--- src/rtl/alu_seq_ctrl.sv ---
// alu_seq_ctrl: single-issue sequencer for the ARM-style data-processing ALU.
// Latches one request, evaluates its condition code against the held NZCV
// flags, drives the ALU for one cycle, updates the flags and presents
// non-test results on a writeback handshake.
module alu_seq_ctrl #(
    parameter int unsigned DW = 32,
    parameter int unsigned RW = 4
) (
    input  logic          clk,
    input  logic          rst_n,
    // Request from decode
    input  logic          req_valid,
    output logic          req_ready,
    input  logic [3:0]    req_cond,
    input  logic [3:0]    req_op,
    input  logic          req_s,
    input  logic [DW-1:0] req_a,
    input  logic [DW-1:0] req_b,
    input  logic [RW-1:0] req_rd,
    // Combinational ALU
    output logic [DW-1:0] alu_a,
    output logic [DW-1:0] alu_b,
    output logic [3:0]    alu_op,
    output logic          alu_cin,
    input  logic [DW-1:0] alu_out,
    input  logic          alu_n,
    input  logic          alu_z,
    input  logic          alu_c,
    input  logic          alu_v,
    // Writeback toward the register file
    output logic          wb_valid,
    input  logic          wb_ready,
    output logic [RW-1:0] wb_rd,
    output logic [DW-1:0] wb_data,
    // Architectural flags
    output logic [3:0]    flags,
    input  logic          flag_wr,
    input  logic [3:0]    flag_wr_data,
    output logic          skipped
);

    localparam logic [1:0] IDLE = 2'd0;
    localparam logic [1:0] EXEC = 2'd1;
    localparam logic [1:0] WB   = 2'd2;

    logic [1:0]    state_q, state_d;
    logic [3:0]    op_q, cond_q;
    logic          s_q;
    logic [DW-1:0] a_q, b_q;
    logic [RW-1:0] rd_q;
    logic [3:0]    flags_q;
    logic [DW-1:0] wb_data_q;
    logic [RW-1:0] wb_rd_q;

    logic flag_n, flag_z, flag_c, flag_v;
    logic cond_pass;
    logic is_test, is_arith;
    logic exec_flag_upd;
    logic [3:0] exec_flags;

    assign flag_n = flags_q[3];
    assign flag_z = flags_q[2];
    assign flag_c = flags_q[1];
    assign flag_v = flags_q[0];

    // tst/teq/cmp/cmn only set flags; arithmetic ops also produce V.
    assign is_test  = (op_q[3:2] == 2'b10);
    assign is_arith = (!op_q[3] && (op_q[2:1] != 2'b00)) || (op_q[3:1] == 3'b101);

    // ARM condition evaluation on the flags held at EXEC.
    always_comb begin
        cond_pass = 1'b0;
        case (cond_q)
            4'h0:    cond_pass = flag_z;
            4'h1:    cond_pass = !flag_z;
            4'h2:    cond_pass = flag_c;
            4'h3:    cond_pass = !flag_c;
            4'h4:    cond_pass = flag_n;
            4'h5:    cond_pass = !flag_n;
            4'h6:    cond_pass = flag_v;
            4'h7:    cond_pass = !flag_v;
            4'h8:    cond_pass = flag_c && !flag_z;
            4'h9:    cond_pass = !flag_c || flag_z;
            4'hA:    cond_pass = (flag_n == flag_v);
            4'hB:    cond_pass = (flag_n != flag_v);
            4'hC:    cond_pass = !flag_z && (flag_n == flag_v);
            4'hD:    cond_pass = flag_z || (flag_n != flag_v);
            4'hE:    cond_pass = 1'b1;
            default: cond_pass = 1'b0;
        endcase
    end

    assign exec_flag_upd = (state_q == EXEC) && cond_pass && (s_q || is_test);
    assign exec_flags    = {alu_n, alu_z, alu_c, is_arith ? alu_v : flag_v};

    // Next-state logic for the IDLE/EXEC/WB sequence.
    always_comb begin
        state_d = state_q;
        case (state_q)
            IDLE:    if (req_valid) state_d = EXEC;
            EXEC:    state_d = (cond_pass && !is_test) ? WB : IDLE;
            WB:      if (wb_ready) state_d = IDLE;
            default: state_d = IDLE;
        endcase
    end

    // State, request latches and writeback capture.
    always_ff @(posedge clk or negedge rst_n) begin
        if (!rst_n) begin
            state_q   <= IDLE;
            op_q      <= '0;
            cond_q    <= '0;
            s_q       <= 1'b0;
            a_q       <= '0;
            b_q       <= '0;
            rd_q      <= '0;
            wb_data_q <= '0;
            wb_rd_q   <= '0;
        end else begin
            state_q <= state_d;
            if (state_q == IDLE && req_valid) begin
                op_q   <= req_op;
                cond_q <= req_cond;
                s_q    <= req_s;
                a_q    <= req_a;
                b_q    <= req_b;
                rd_q   <= req_rd;
            end
            if (state_q == EXEC && cond_pass && !is_test) begin
                wb_data_q <= alu_out;
                wb_rd_q   <= rd_q;
            end
        end
    end

    // Flag register: an EXEC update takes priority over a direct write.
    always_ff @(posedge clk or negedge rst_n) begin
        if (!rst_n) begin
            flags_q <= 4'b0000;
        end else if (exec_flag_upd) begin
            flags_q <= exec_flags;
        end else if (flag_wr) begin
            flags_q <= flag_wr_data;
        end
    end

    assign req_ready = (state_q == IDLE);
    assign wb_valid  = (state_q == WB);
    assign skipped   = (state_q == EXEC) && !cond_pass;
    assign alu_a     = a_q;
    assign alu_b     = b_q;
    assign alu_op    = op_q;
    assign alu_cin   = flag_c;
    assign wb_data   = wb_data_q;
    assign wb_rd     = wb_rd_q;
    assign flags     = flags_q;

endmodule

--- config.mk ---
export PLATFORM = sky130hd
export DESIGN_NAME = alu_seq_ctrl
export DESIGN_NICKNAME = d
export VERILOG_FILES = /design/src/rtl/alu_seq_ctrl.sv
export SDC_FILE = /design/constraint.sdc
export NUM_CORES = 1
export LEC_CHECK = 0
export CELL_PAD_IN_SITES_DETAIL_PLACEMENT = 1
export CELL_PAD_IN_SITES_GLOBAL_PLACEMENT = 1
export CORE_MARGIN = 2
export CORE_UTILIZATION = 34
export DETAILED_ROUTE_END_ITERATION = 7
export MAX_ROUTING_LAYER = met4
export PLACE_DENSITY_LB_ADDON = 0.1
export SYNTH_ARGS = -nofsm -noshare
export SYNTH_HDL_FRONTEND = slang
export SYNTH_SLANG_ARGS = --single-unit
export TNS_END_PERCENT = 1
--- constraint.sdc ---
create_clock -name clk -period 3.2 [get_ports clk]
set_clock_uncertainty 0.15 [all_clocks]
set_input_delay 0.64 -clock clk [delete_from_list [all_inputs] [get_ports clk]]
set_output_delay 0.64 -clock clk [all_outputs]
set_load 0.01 [all_outputs]
# Word-level counts from Yosys, hierarchy flattened
# Index checks and enable logic that the tools add are counted.
[op_classes]
n_eq_ne = 23
n_reduce_logical = 26
mul = 0
n_addsub = 0
n_shift = 0
order_cmp = 0
bitwise = 0
mux = 8
div_mod_pow = 0
[ops]
columns = ["operator", "n"]
rows = [
  ["$eq A4 B4 Y1 const B", 7],
  ["$eq A4 B3 Y1 const B", 4],
  ["$pmux W1 S15", 1],
  ["$logic_and A1 B1 Y1", 9],
  ["$eq A4 B2 Y1 const B", 2],
  ["$mux W4", 2],
  ["$logic_not A1 Y1", 7],
  ["$mux W2", 3],
  ["$pmux W2 S3", 1],
  ["$eq A2 B2 Y1 const B", 2],
  ["$eq A4 B1 Y1 const B", 1],
  ["$logic_not A4 Y1", 1],
  ["$logic_or A1 B1 Y1", 4],
  ["$ne A2 B2 Y1 const B", 2],
  ["$reduce_and A2 Y1", 2],
  ["$reduce_bool A2 Y1", 2],
  ["$eq A3 B3 Y1 const B", 1],
  ["$eq A2 B1 Y1 const B", 1],
  ["$logic_not A2 Y1", 1],
  ["$ne A2 B1 Y1 const B", 1],
  ["$eq A1 B1 Y1", 1],
  ["$mux W1", 1],
  ["$ne A1 B1 Y1", 1],
]
[totals]
inputBits = 122
elab_cells = 68
rom_bits = 0
mem_count = 0
register_bits = 119
mem_bits_rw = 0
latch_bits = 0
output_inout_bits = 112

# Logic depth before layout (Yosys ltp)
[logic_depth]
depth_word = 7
ltp_mapped = 9
depth_no_buf = 6

# Worst setup path after synthesis
# No wires, ideal clock.
[synth_path]
kind = "flip-flop to output port"
start = "register cond_q[2]"
end = "output skipped"
arrival_time_ns = 1.488
setup_slack_ns = 0.922
n_path_buf = 1
stages_incl_launch_ff = 7
required_ns = 2.410
cell_sequence = "dfrtp_1 > buf_6 > mux2_4 > a2bb2oi_2 > o311a_1 > nand3_1 > nor3b_1"
[synth_between]
elab_chain_cells = 4
word_cells_on_any_way = 18
classes_between = "eq/ne (14); mux (1); reduce/logical (3)"
[synth_rtl]
columns = ["item", "line", "text"]
rows = [
  ["from (decl)", "47", "logic [3:0] op_q, cond_q;"],
  ["from (signal assigned)", "123", "cond_q <= req_cond;"],
  ["$eq A4 B4 Y1 (tied with other cells)", "73", "case (cond_q)"],
  ["$pmux W1 S15 (*)", "73", ""],
  ["$logic_not A1 Y1 (*)", "149", "assign skipped = (state_q == EXEC) && !cond_pass;"],
  ["$logic_and A1 B1 Y1 (*)", "149", ""],
  ["to (decl)", "39", "output logic skipped"],
]
# Every way passes the cells marked *; elsewhere a longest branch is shown, timed or not.

# Worst setup path after layout
[layout_path]
start = "register flags_q[0] (netlist: flags[0])"
end = "output skipped"
[layout_between]
elab_chain_cells = 5
word_cells_on_any_way = 8
classes_between = "eq/ne (2); mux (1); reduce/logical (5)"
[layout_rtl]
columns = ["item", "line", "text"]
rows = [
  ["from (decl)", "51", "logic [3:0] flags_q;"],
  ["from (signal assigned)", "141", "flags_q <= exec_flags;"],
  ["from (signal assigned)", "143", "flags_q <= flag_wr_data;"],
  ["$ne A1 B1 Y1 / $eq A1 B1 Y1 (equally long branches)", "-", ""],
  ["$logic_or A1 B1 Y1 / $logic_and A1 B1 Y1 (equally long branches)", "87, 86", ""],
  ["$pmux W1 S15 (*)", "73", ""],
  ["$logic_not A1 Y1 (*)", "149", ""],
  ["$logic_and A1 B1 Y1 (*)", "149", ""],
]
# Marks and branches as above.

==> qor.csv <==
stage,metric,value,unit
power,Pleak,0.00332,uW
clocking,CTS sink count,119,
detailed_routing,ANT nets after route,0,
yosys,Syn. warnings,0,
timing,crit share post-route,91.2,%
yosys,#FFs+latches synth,119,
global_route,met2 Use GR,30.9,%
worst_setup_path,Worst EP arrival,2130,ps
clocking,Clock Tree Buf Depth,2,
yosys,synthesized area,0.00486,mm^2
yosys,Post-synth ARST share,100,%
detailed_routing,total iterations of the first detailed-routing run,4,
timing,"Worst Setup Slack, final",282,ps
detailed_routing,post-DR vias/cell,4.70,
timing,worst slew pin tran,663,ps
die,Starting Density,34.9,%
yosys,largest cells by area after synthesis,"dfrtp_1 61%, mux2_2 19%, mux2_4 9.3%, buf_12 1.2%, mux2i_1 1.2%",
clocking,"CTS clk-pin slew, worst paths",50,ps
global_route,met3 Track Usage GR,7.33,%
die,Chip Width,124,um
yosys,Synth top area share,61.3,%
cells_and_area,n_diodes,0,
die,Core Area,0.0139,mm^2
cells_and_area,"Design Area, Final",0.00794,mm^2
die,die height,124,um
outcome,outcome,finished clean,
clocking,worst-skew pair later-pin latency,410,ps
yosys,Post-Syn Area per Cell,16.0,um^2
global_route,gr usage total,19.0,%
timing,Pins Over Slew Limit,0,
timing,post-layout minimum cycle time,2920,ps
yosys,post-synthesis sequential area ratio,61.3,%
cells_and_area,Post-Layout Cell Count,736,
die,row cnt,43,
cells_and_area,# fillers,1341,
clocking,H-tree levels,4,
placement,# placed instances,704,
cells_and_area,multi-input logic area,0.00173,mm^2
yosys,top-count cell post-synth,dfrtp_1,
detailed_routing,drt total wl,13600,um
global_route,pin count of the biggest net entering global routing,59,
die,total I/O pin count,234,
worst_setup_path,crit-path cells,"xor2_1, o2bb2ai_1, mux2i_1, nand3_1, nor3b_1, dlygate4sd2_1",
timing,Post-Route Setup TNS,0,ps
global_route,initial antenna violation count,0,
placement,Port Buf Inserts,233,
die,DIE AREA,0.0153,mm^2
detailed_routing,DR iter-0 viols,86,
yosys,ys flop type,dfrtp_1,
cells_and_area,Area Growth Syn to Fin,63.5,%
worst_hold_path,min-delay worst type,input pin to async pin,
clocking,Post-CTS Setup Inserts,0,
timing,fmax,343,MHz
yosys,Synth top cells by count,"119 x dfrtp_1, 83 x mux2_2, 30 x mux2_4",
worst_setup_path,Worst R2R Path Depth,7,
placement,Post-Place Setup Slack,387,ps
global_route,met1 Track Usage GR,20.8,%
detailed_routing,wire per inst,18.4,um
timing,RSZ-0062 raised after global routing,no,
worst_setup_path,Setup CP Type,register to output port,
yosys,Post-Syn Instances,304,
placement,DPL Wire Length,9820,um
cells_and_area,Register Area,0.00298,mm^2
cells_and_area,layout cell share with drive strength beyond 1,27.9,%
detailed_routing,Post-route DRC,0,
global_route,global route hottest layer,met2,
placement,routability cong.,0.734,
global_route,first-pass GRT wire length,20700,um
detailed_routing,via count,3459,
global_route,vias in the first global route,3923,
global_route,grt ovf,0,
clocking,Num CTS Buffers,17,
timing,final hold viol count,0,
job,max cap viols,0,
clocking,CTS tree,done,
cells_and_area,NumNets Final,665,
worst_setup_path,crit path capture type,output port,
yosys,top cell type by total area after synthesis,dfrtp_1,
worst_setup_path,Crit Path Max Fanout,6,
clocking,Root Driver,clkbuf_16,
timing,relative slew slack,55.6,%
yosys,syn nets,426,
timing,"Setup violations, final",0,
yosys,distinct cell type count after synthesis,34,
worst_setup_path,critical path's slowest cell,dfrtp_1,
worst_setup_path,CP Data Required Time,2410,ps
clocking,CTS hold repair buffers,0,
power,Cell Pwr Density,1020,mW/mm^2
power,worst-case vdd ir drop,0.000486,V
worst_setup_path,Max stage delay on crit path,440,ps
worst_setup_path,startpoint types,register,
placement,dpl cell area,0.00736,mm^2
yosys,Post-synth EDFFs,0,
[cells in the final DEF, fill, tap and decap left out, types with 2 or more instances in the layout]
cell type        instances
xor2_1                   2
clkbuf_1                 2
nand2_1                  8
nor2b_1                  3
clkbuf_8                 4
o211ai_1                 2
dfrtp_1                118
mux2i_1                  6
o21ai_0                  4
clkbuf_16               17
bufinv_16                2
clkinv_2                 6
nand2b_1                 4
a21oi_1                  2
nor3b_1                  3
and3b_1                  2
mux2_2                  83
buf_4                    4
inv_1                    2
mux2_4                  30
buf_12                   3
nor2_1                   2
clkdlybuf4s50_1        231
[final cells by class]
cell class / count / area share (%)
sequential: 119 / 37.5
timing repair buffer: 239 / 30.4
multi-input combinational: 164 / 21.8
clock buffer: 23 / 6.14
tap: 180 / 2.84
clock inverter: 9 / 1.23
inverter: 2 / 0.0945
[routing by layer]
layer  up-vias  wire length, um
met1      1732             5240
met2       156             6760
met4         0              258
li1       1548                -
met5         -                0
met3        23             1300
[per-stage QoR]
| step | hold WS [ps] | power [uW] | util (%) |
|---|---|---|---|
| final | 100 | 8070 | 57.0 |
| after detailed placement | 342 | 6250 | 52.8 |
| after CTS | 114 | 8190 | 57.0 |
| after global routing | 134 | 8540 | 57.0 |
| after global placement | 333 | 6120 | 52.8 |
| after floorplan | 194 | 4430 | - |
[timing repair]
item / in CTS / in global routing
hold endpoints to repair: 0 / 0
setup endpoints to repair: 1 / 0
gates resized for setup: 2 / 0
[sequential cells by signal, summed over array words and instances (netlist names)]
name and flops:
cond_q 4, alu_b 32, wb_rd 4, state_q 2, wb_data 32, s_q 1, flags 4, alu_op 4
rd_q 4, alu_a 32
[critical path, delay by kind of cell (launching register included)]
kind / cells / cell delay, ps
DFF: 1 / 440
AOI/OAI and AO/OA: 1 / 200
and+or+nand+nor: 2 / 330
xor gates and xnor gates: 1 / 200
buffers and inverters: 1 / 300
muxes: 1 / 250
[where the power goes]
group	switching (uW)	internal, uW
combinational	1280	2240
sequential	453	2220
clock	657	1220
total	2390	5680
[final timing paths]
check	start	endpoint	slack, ps
max in group asynchronous	rst_n	wb_data[7]	2170
max	flags[0]	skipped	280
min	rst_n	flags[0]	100
max reg2reg	cond_q[0]	wb_rd[2]	650
min reg2reg	s_q	s_q	350
min in group clk	s_q	s_q	350
[kinds of logic (layout without fill, tap and decap cells)]
| logic type | Yosys count | count (layout) | share of synthesized area (%) |
|---|---|---|---|
| muxes | 119 | 119 | 29.8 |
| DFF | 119 | 119 | 61.3 |
| xor gates and xnor gates | 2 | 2 | 0.361 |
| buffers and inverters | 21 | 273 | 3.09 |
| and+or+nand+nor | 29 | 29 | 3.43 |
| AOI/OAI and AO/OA | 14 | 14 | 2.06 |
Note: power is estimated with default switching activity, not from simulation.
